--- config.mk ---
export PLATFORM = sky130hd
export DESIGN_NAME = controller_sequencer
export DESIGN_NICKNAME = d
export VERILOG_FILES = /design/src/rtl/controller_sequencer.sv
export SDC_FILE = /design/constraint.sdc
export NUM_CORES = 1
export LEC_CHECK = 0
export CORE_MARGIN = 2
export CORE_UTILIZATION = 37
export CTS_CLUSTER_SIZE = 20
export DETAILED_ROUTE_END_ITERATION = 8
export GPL_ROUTABILITY_DRIVEN = 0
export HOLD_SLACK_MARGIN = 0.06
export PLACE_DENSITY = 0.81
export SLEW_MARGIN = 20
export SYNTH_ARGS = -nofsm -noshare
export SYNTH_HDL_FRONTEND = slang
export SYNTH_SLANG_ARGS = --single-unit
--- constraint.sdc ---
create_clock -name clk -period 6.7 [get_ports clk]
set_input_delay 1.34 -clock clk [delete_from_list [all_inputs] [get_ports clk]]
set_output_delay 1.34 -clock clk [all_outputs]
set_load 0.02 [all_outputs]
--- src/rtl/controller_sequencer.sv ---
// Control sequencer for the 8-bit CPU: six-state one-hot ring issuing fetch/execute control words.
// Optional JMP decode (opcode 4'h3, drives lp) is enabled by defining CTRL_JMP_EN.
module controller_sequencer #(
  parameter int               OPC_W  = 4,
  parameter logic [OPC_W-1:0] OP_LDA = 4'h0,
  parameter logic [OPC_W-1:0] OP_ADD = 4'h1,
  parameter logic [OPC_W-1:0] OP_SUB = 4'h2,
  parameter logic [OPC_W-1:0] OP_OUT = 4'hE,
  parameter logic [OPC_W-1:0] OP_HLT = 4'hF
) (
  input  logic             clk,
  input  logic             reset,
  input  logic             run,
  input  logic             step,
  input  logic [OPC_W-1:0] opcode,
  output logic [5:0]       t_state,
  output logic             t0,
  output logic             cp,
  output logic             ep,
  output logic             lm,
  output logic             ce,
  output logic             li,
  output logic             ei,
  output logic             la,
  output logic             ea,
  output logic             su,
  output logic             eu,
  output logic             lb,
  output logic             lo,
  output logic             lp,
  output logic             hlt
);

  localparam logic [5:0] ST_T1 = 6'b000001;
  localparam logic [5:0] ST_T2 = 6'b000010;
  localparam logic [5:0] ST_T3 = 6'b000100;
  localparam logic [5:0] ST_T4 = 6'b001000;
  localparam logic [5:0] ST_T5 = 6'b010000;
  localparam logic [5:0] ST_T6 = 6'b100000;

  // Control word bit masks, ordered {cp,ep,lm,ce,li,ei,la,ea,su,eu,lb,lo}
  localparam logic [11:0] W_CP = 12'b1000_0000_0000;
  localparam logic [11:0] W_EP = 12'b0100_0000_0000;
  localparam logic [11:0] W_LM = 12'b0010_0000_0000;
  localparam logic [11:0] W_CE = 12'b0001_0000_0000;
  localparam logic [11:0] W_LI = 12'b0000_1000_0000;
  localparam logic [11:0] W_EI = 12'b0000_0100_0000;
  localparam logic [11:0] W_LA = 12'b0000_0010_0000;
  localparam logic [11:0] W_EA = 12'b0000_0001_0000;
  localparam logic [11:0] W_SU = 12'b0000_0000_1000;
  localparam logic [11:0] W_EU = 12'b0000_0000_0100;
  localparam logic [11:0] W_LB = 12'b0000_0000_0010;
  localparam logic [11:0] W_LO = 12'b0000_0000_0001;

`ifdef CTRL_JMP_EN
  localparam logic [OPC_W-1:0] OP_JMP = 4'h3;
  logic lp_s;
`endif

  logic [5:0]  t_state_r;
  logic        hlt_r;
  logic        adv_s;
  logic [11:0] ctrl_s;

  function automatic logic is_onehot(input logic [5:0] v);
    logic [2:0] cnt;
    cnt = 3'd0;
    for (int i = 0; i < 6; i++) begin
      cnt = cnt + {2'b00, v[i]};
    end
    return (cnt == 3'd1);
  endfunction

  assign adv_s = ~hlt_r & (run | step);

  // Ring advance; HLT in T4 parks the ring at T5 with the sticky halt flag
  always_ff @(posedge clk or posedge reset) begin
    if (reset) begin
      t_state_r <= ST_T1;
      hlt_r     <= 1'b0;
    end else if (adv_s) begin
      if ((t_state_r == ST_T4) && (opcode == OP_HLT)) begin
        t_state_r <= ST_T5;
        hlt_r     <= 1'b1;
      end else if (is_onehot(t_state_r)) begin
        t_state_r <= {t_state_r[4:0], t_state_r[5]};
      end else begin
        t_state_r <= ST_T1;
      end
    end else begin
      t_state_r <= t_state_r;
      hlt_r     <= hlt_r;
    end
  end

  // Control word decode from ring position and opcode
  always_comb begin
    ctrl_s = 12'd0;
`ifdef CTRL_JMP_EN
    lp_s = 1'b0;
`endif
    if (hlt_r) begin
      ctrl_s = 12'd0;
    end else begin
      case (t_state_r)
        ST_T1: ctrl_s = W_EP | W_LM;
        ST_T2: ctrl_s = W_CP;
        ST_T3: ctrl_s = W_CE | W_LI;
        ST_T4: begin
          case (opcode)
            OP_LDA, OP_ADD, OP_SUB: ctrl_s = W_EI | W_LM;
            OP_OUT:                 ctrl_s = W_EA | W_LO;
`ifdef CTRL_JMP_EN
            OP_JMP: begin
              ctrl_s = W_EI;
              lp_s   = 1'b1;
            end
`endif
            default:                ctrl_s = 12'd0;
          endcase
        end
        ST_T5: begin
          case (opcode)
            OP_LDA:         ctrl_s = W_CE | W_LA;
            OP_ADD, OP_SUB: ctrl_s = W_CE | W_LB;
            default:        ctrl_s = 12'd0;
          endcase
        end
        ST_T6: begin
          case (opcode)
            OP_ADD:  ctrl_s = W_EU | W_LA;
            OP_SUB:  ctrl_s = W_SU | W_EU | W_LA;
            default: ctrl_s = 12'd0;
          endcase
        end
        default: ctrl_s = 12'd0;
      endcase
    end
  end

  assign {cp, ep, lm, ce, li, ei, la, ea, su, eu, lb, lo} = ctrl_s;
  assign t_state = t_state_r;
  assign t0      = t_state_r[0];
  assign hlt     = hlt_r;

`ifdef CTRL_JMP_EN
  assign lp = lp_s;
`else
  assign lp = 1'b0;
`endif

endmodule
=== Word level (Yosys, flattened, before mapping) ===
Index checks and enable logic that the tools add are counted.

* Flip-flop bits (word level): 7
* Word-level logic and storage cells: 33

* Bitwise gates (word level): 3
* Mux-type cells: 7
* Add/sub/neg operators: 5
* Eq/ne operators: 11
* Reductions and logical operators: 5

{| class="wikitable"
|+ Operators with widths
! cell !! count
|-
| 12-bit one-hot mux with 6 select lines || 1
|-
| 10-bit one-hot mux with 2 select lines || 1
|-
| 9-bit one-hot mux with 2 select lines || 1
|-
| 12-bit two-way mux || 1
|-
| 6-bit two-way mux || 2
|-
| 6-bit one-hot mux with 2 select lines || 1
|-
| 3-bit by 1-bit adder with 3-bit output || 3
|-
| 4-bit equality test, second input constant || 2
|-
| 6-bit by 1-bit equality test with 1-bit output, second input constant || 1
|-
| 6-bit by 2-bit equality test with 1-bit output, second input constant || 1
|-
| 6-bit by 3-bit equality test with 1-bit output, second input constant || 1
|-
| 6-bit by 4-bit equality test with 1-bit output, second input constant || 1
|-
| 6-bit by 5-bit equality test with 1-bit output, second input constant || 1
|-
| 6-bit equality test, second input constant || 1
|-
| 4-bit by 1-bit equality test with 1-bit output, second input constant || 1
|-
| 4-bit by 2-bit equality test with 1-bit output, second input constant || 1
|-
| 4-bit logical NOT || 1
|-
| 2-bit by 1-bit adder with 3-bit output || 1
|-
| 3-bit by 1-bit equality test with 1-bit output, second input constant || 1
|-
| 3-bit OR reduction || 1
|-
| 1-bit by 1-bit adder with 2-bit output || 1
|-
| 2-bit AND reduction || 1
|-
| 2-bit OR reduction || 1
|-
| 1-bit AND || 1
|-
| other kinds (3) || 3
|}

=== Depth between registers and ports, before layout ===
* Depth in word-level cells: 8
* Mapped depth: 10
* Depth with buffers taken out: 10

=== Worst setup path before layout ===
No wires, ideal clock.

* Kind: input port to output port
* Start: in opcode[3]
* End: out ce
* Slack: 2.633 ns
* Path buffers: 0
* Cell stages on the path: 4
* Data arrival time: 2.727 ns
* Path through: or2_2 > a2111oi_0 > a21oi_1 > nor4_1

* Cells in the longest elaborated chain, start to end: 5

{| class="wikitable"
|+ Ends and longest elaborated chain
! element !! line !! source
|-
| from (decl) || 15 || <nowiki>input logic [OPC_W-1:0] opcode,</nowiki>
|-
| 4-bit by 2-bit equality test with 1-bit output or 4-bit by 1-bit equality test with 1-bit output (tied branches) || 123 || <nowiki>case (opcode)</nowiki>
|-
| 2-bit OR reduction || 123 ||
|-
| 9-bit one-hot mux with 2 select lines (*) || 123 ||
|-
| 12-bit one-hot mux with 6 select lines (*) || 105 || <nowiki>case (t_state_r)</nowiki>
|-
| 12-bit two-way mux (*) || 102 || <nowiki>if (hlt_r) begin</nowiki>
|-
| to (decl) || 21 || <nowiki>output logic ce,</nowiki>
|}

Every way passes the cells marked *; elsewhere a longest branch is shown, timed or not.

=== Worst setup path after layout ===
Same ends and word-level chain as after synthesis.

==> impl_metrics.yaml <==
cells_and_area:
  antenna_cells: 0
  nFillCells: 196
  final-seq-area_um2: 176
  layoutNonFillerInstCount: 137
  final_nets: 126
  drive_above_1_share_pct: 10.0
  areaGrowthSynthToFinish_pct: 39.2
  multiInputGateArea_um2: 488
setup_path:
  path_max_fanout: 5
  critPathLaunchType: "input port"
  path_class: "in2out"
  worstPathArrival_ps: 3520
  crit_required_ps: 5360
  critPathCaptureType: "output port"
place:
  place_inst: 133
  hpwlAfterDp_um: 1460
  io_buffers: 27
  place_ws_ps: 1810
pwr:
  comb_power_share_pct: 71.3
  clkPwrFrac_pct: 9.2
  peakVddDrop_mv: 0.214
  intPower_w: 0.000210
  seq_power_share_pct: 19.5
  cellLeakagePower_nw: 0.428
  powerDensity_nw_per_um2: 390
  p_total_w: 0.000405
  switchingPower_w: 0.000194
  swShare_pct: 48.0
global_routing:
  antenna_found_initial: 0
  grt.total_usage_pct: 15.4
  grt_overflow: 0
  grt_pass1_vias: 680
  grt_pass1_wl_um: 2970
  grt_max_degree: 13
timing:
  fin_crit_ps: 4860
  setup_ws_ps: 1840
  clock_skew_ps: 5.07
  fmax_mhz: 206
  slew_violations: 0
  setup_violations: 0
  worst_slew_pin_slew_ps: 524
  fin_setup_tns_ps: 0
  finalHoldViolCount: 0
  max-slew-margin-rel_pct: 65.0
  min_period_over_period_pct: 72.5
  grt_setup_unrepaired: "no"
drt:
  vias: 691
  drt-wirelength-per-cell_um: 12.6
  drt-initial-drc-count: 7
  drt-total-wl_um: 1720
  ant_nets: 0
  vias_per_cell: 5.04
  route.detailed.drc: 0
  dr.pass1.iters: 5
synthesis:
  syn_area_per_cell_um2: 8.86
  yosysWarnings: 0
  synth_area_leaders: "dfrtp_1, fa_1, ha_1"
  ys_seq_elements: 7
  synth_cells: 84
  synth_top_cell_by_area: "dfrtp_1"
  synthDominantCellAreaShare_pct: 20.2
  synth_area_um2: 744
  yosysSeqAreaShare_pct: 23.7
  synth_nets: 99
  synth.distinct_cells: 45
clocking:
  tritoncts: "done"
  cts_buffers: 3
  clock_latency_ps: 240
  cts.path.max_buffers: 2
  cts_root_buf: "clkbuf_4"
  clkTransAtPathRegs_ps: 50
  htreeDepth: 1
  cts_resized: 0
  ctsHoldBuffers: 0
  cts_setup_buffers: 0
  cts.sinks: 7
flow_run:
  drv_cap: 0
outcome:
  status: "completed"
floorplan:
  die_h_um: 48.9
  pin_count: 29
  core_um2: 1920
  die_width_um: 48.9
  die_area_um2: 2390
  rows: 16
  initial_utilization_pct: 38.7
worst_hold_path:
  hp-class: "reg2reg"
## critical path, cell delays in order
cell             delay [ps]
clkdlybuf4s50_1         440
or2_2                   360
a2111oi_0               410
a21oi_1                  80
nor4_1                  230
clkdlybuf4s50_1         670
## power groups by stage
| stage | sequential (W) | clock [W] | combinational (W) |
|---|---|---|---|
| global route | 0.0000822 | 0.0000426 | 0.000313 |
| finish | 0.0000789 | 0.0000371 | 0.000289 |
| detailed placement | 0.0000795 | 0 | 0.000290 |
| global placement | 0.0000792 | 0 | 0.000283 |
| floorplan | 0.0000862 | 0 | 0.000190 |
| CTS | 0.0000789 | 0.0000379 | 0.000291 |
## layout make-up
cell class,count,share of cell area [%]
Sequential cell,7,17.0
Multi-Input combinational cell,61,47.1
Timing Repair Buffer,27,26.1
Tap cell,27,3.26
Inverter,11,3.99
Clock buffer,4,2.54
## synth_stat cells, drive strengths merged
| cell | instances |
|---|---|
| nor2 | 3 |
| a2111o | 1 |
| a32oi | 1 |
| a21o | 3 |
| fa | 3 |
| ha | 4 |
| nor4bb | 1 |
| nor2b | 1 |
| nor4 | 3 |
| o21ai | 2 |
| nand4b | 1 |
| or3b | 1 |
| a211oi | 1 |
| nand2b | 2 |
| conb | 1 |
| nor3 | 5 |
| o21ba | 1 |
| a22o | 2 |
| a21oi | 2 |
| o21bai | 1 |
| buf | 4 |
| a221oi | 1 |
| or2 | 2 |
| a41oi | 1 |
| and2 | 2 |
| and3 | 1 |
| a2111oi | 1 |
| o22ai | 1 |
| dfstp | 1 |
| nor3b | 1 |
| inv | 11 |
| dfrtp | 6 |
| nand3 | 3 |
| xor2 | 2 |
| or3 | 2 |
| clkbuf | 1 |
| a221o | 1 |
| nand2 | 4 |
## path summary, 6_finish.rpt
check | start | slack [ps] | to | depth (start not counted)
setup / recovery | opcode[3] | 1840 | ce | 6
hold / removal | t_state[1] | 570 | t_state[2] | 1
setup reg to reg | t_state[3] | 3640 | t_state[1] | 10
min in group asynchronous | reset | 1320 | t_state[3] | 2
hold reg to reg | t_state[1] | 570 | t_state[2] | 1
max in group asynchronous | reset | 5110 | t_state[0] | 2
## per-stage QoR
step	utilization (%)	area, µm²	hold WS (ps)
after floorplan	-	744	622
after global placement	52.5	1010	573
after global routing	53.9	1040	622
after CTS	53.9	1040	578
final	53.9	1040	566
after detailed placement	52.5	1010	567
## cells in the final DEF, fill, tap and decap left out, types with 2 or more instances in the layout
master            n
clkdlybuf4s50_1  27
inv_1            11
dfrtp_1           6
nand2_1           4
nor3_1            4
ha_1              4
nor2_1            3
nand3_1           3
a21o_1            3
fa_1              3
clkbuf_4          3
nand2b_1          2
nor4_1            2
xor2_1            2
and2_1            2
a21oi_1           2
## cell families after synthesis
group	after synthesis	share of synthesized area [%]
xor+xnor	2	2.35
buf+inv	16	10.8
other cells	1	0.504
flops	7	23.7
compound gates	19	20.0
fa+ha+maj	7	14.8
simple gates	32	27.9
## layer usage
| layer | part of all wire (%) | track usage (%) |
|---|---|---|
| met5 | 0 | 0 |
| met4 | 0 | 1.43 |
| met3 | 1.8 | 1.23 |
| met2 | 54 | 30.8 |
| met1 | 44 | 18.2 |
## flip-flops by register name, indices dropped and copies added, names as in the netlist
name and count:
hlt 1, t_state 6
Note: power is estimated with default switching activity, not from simulation.
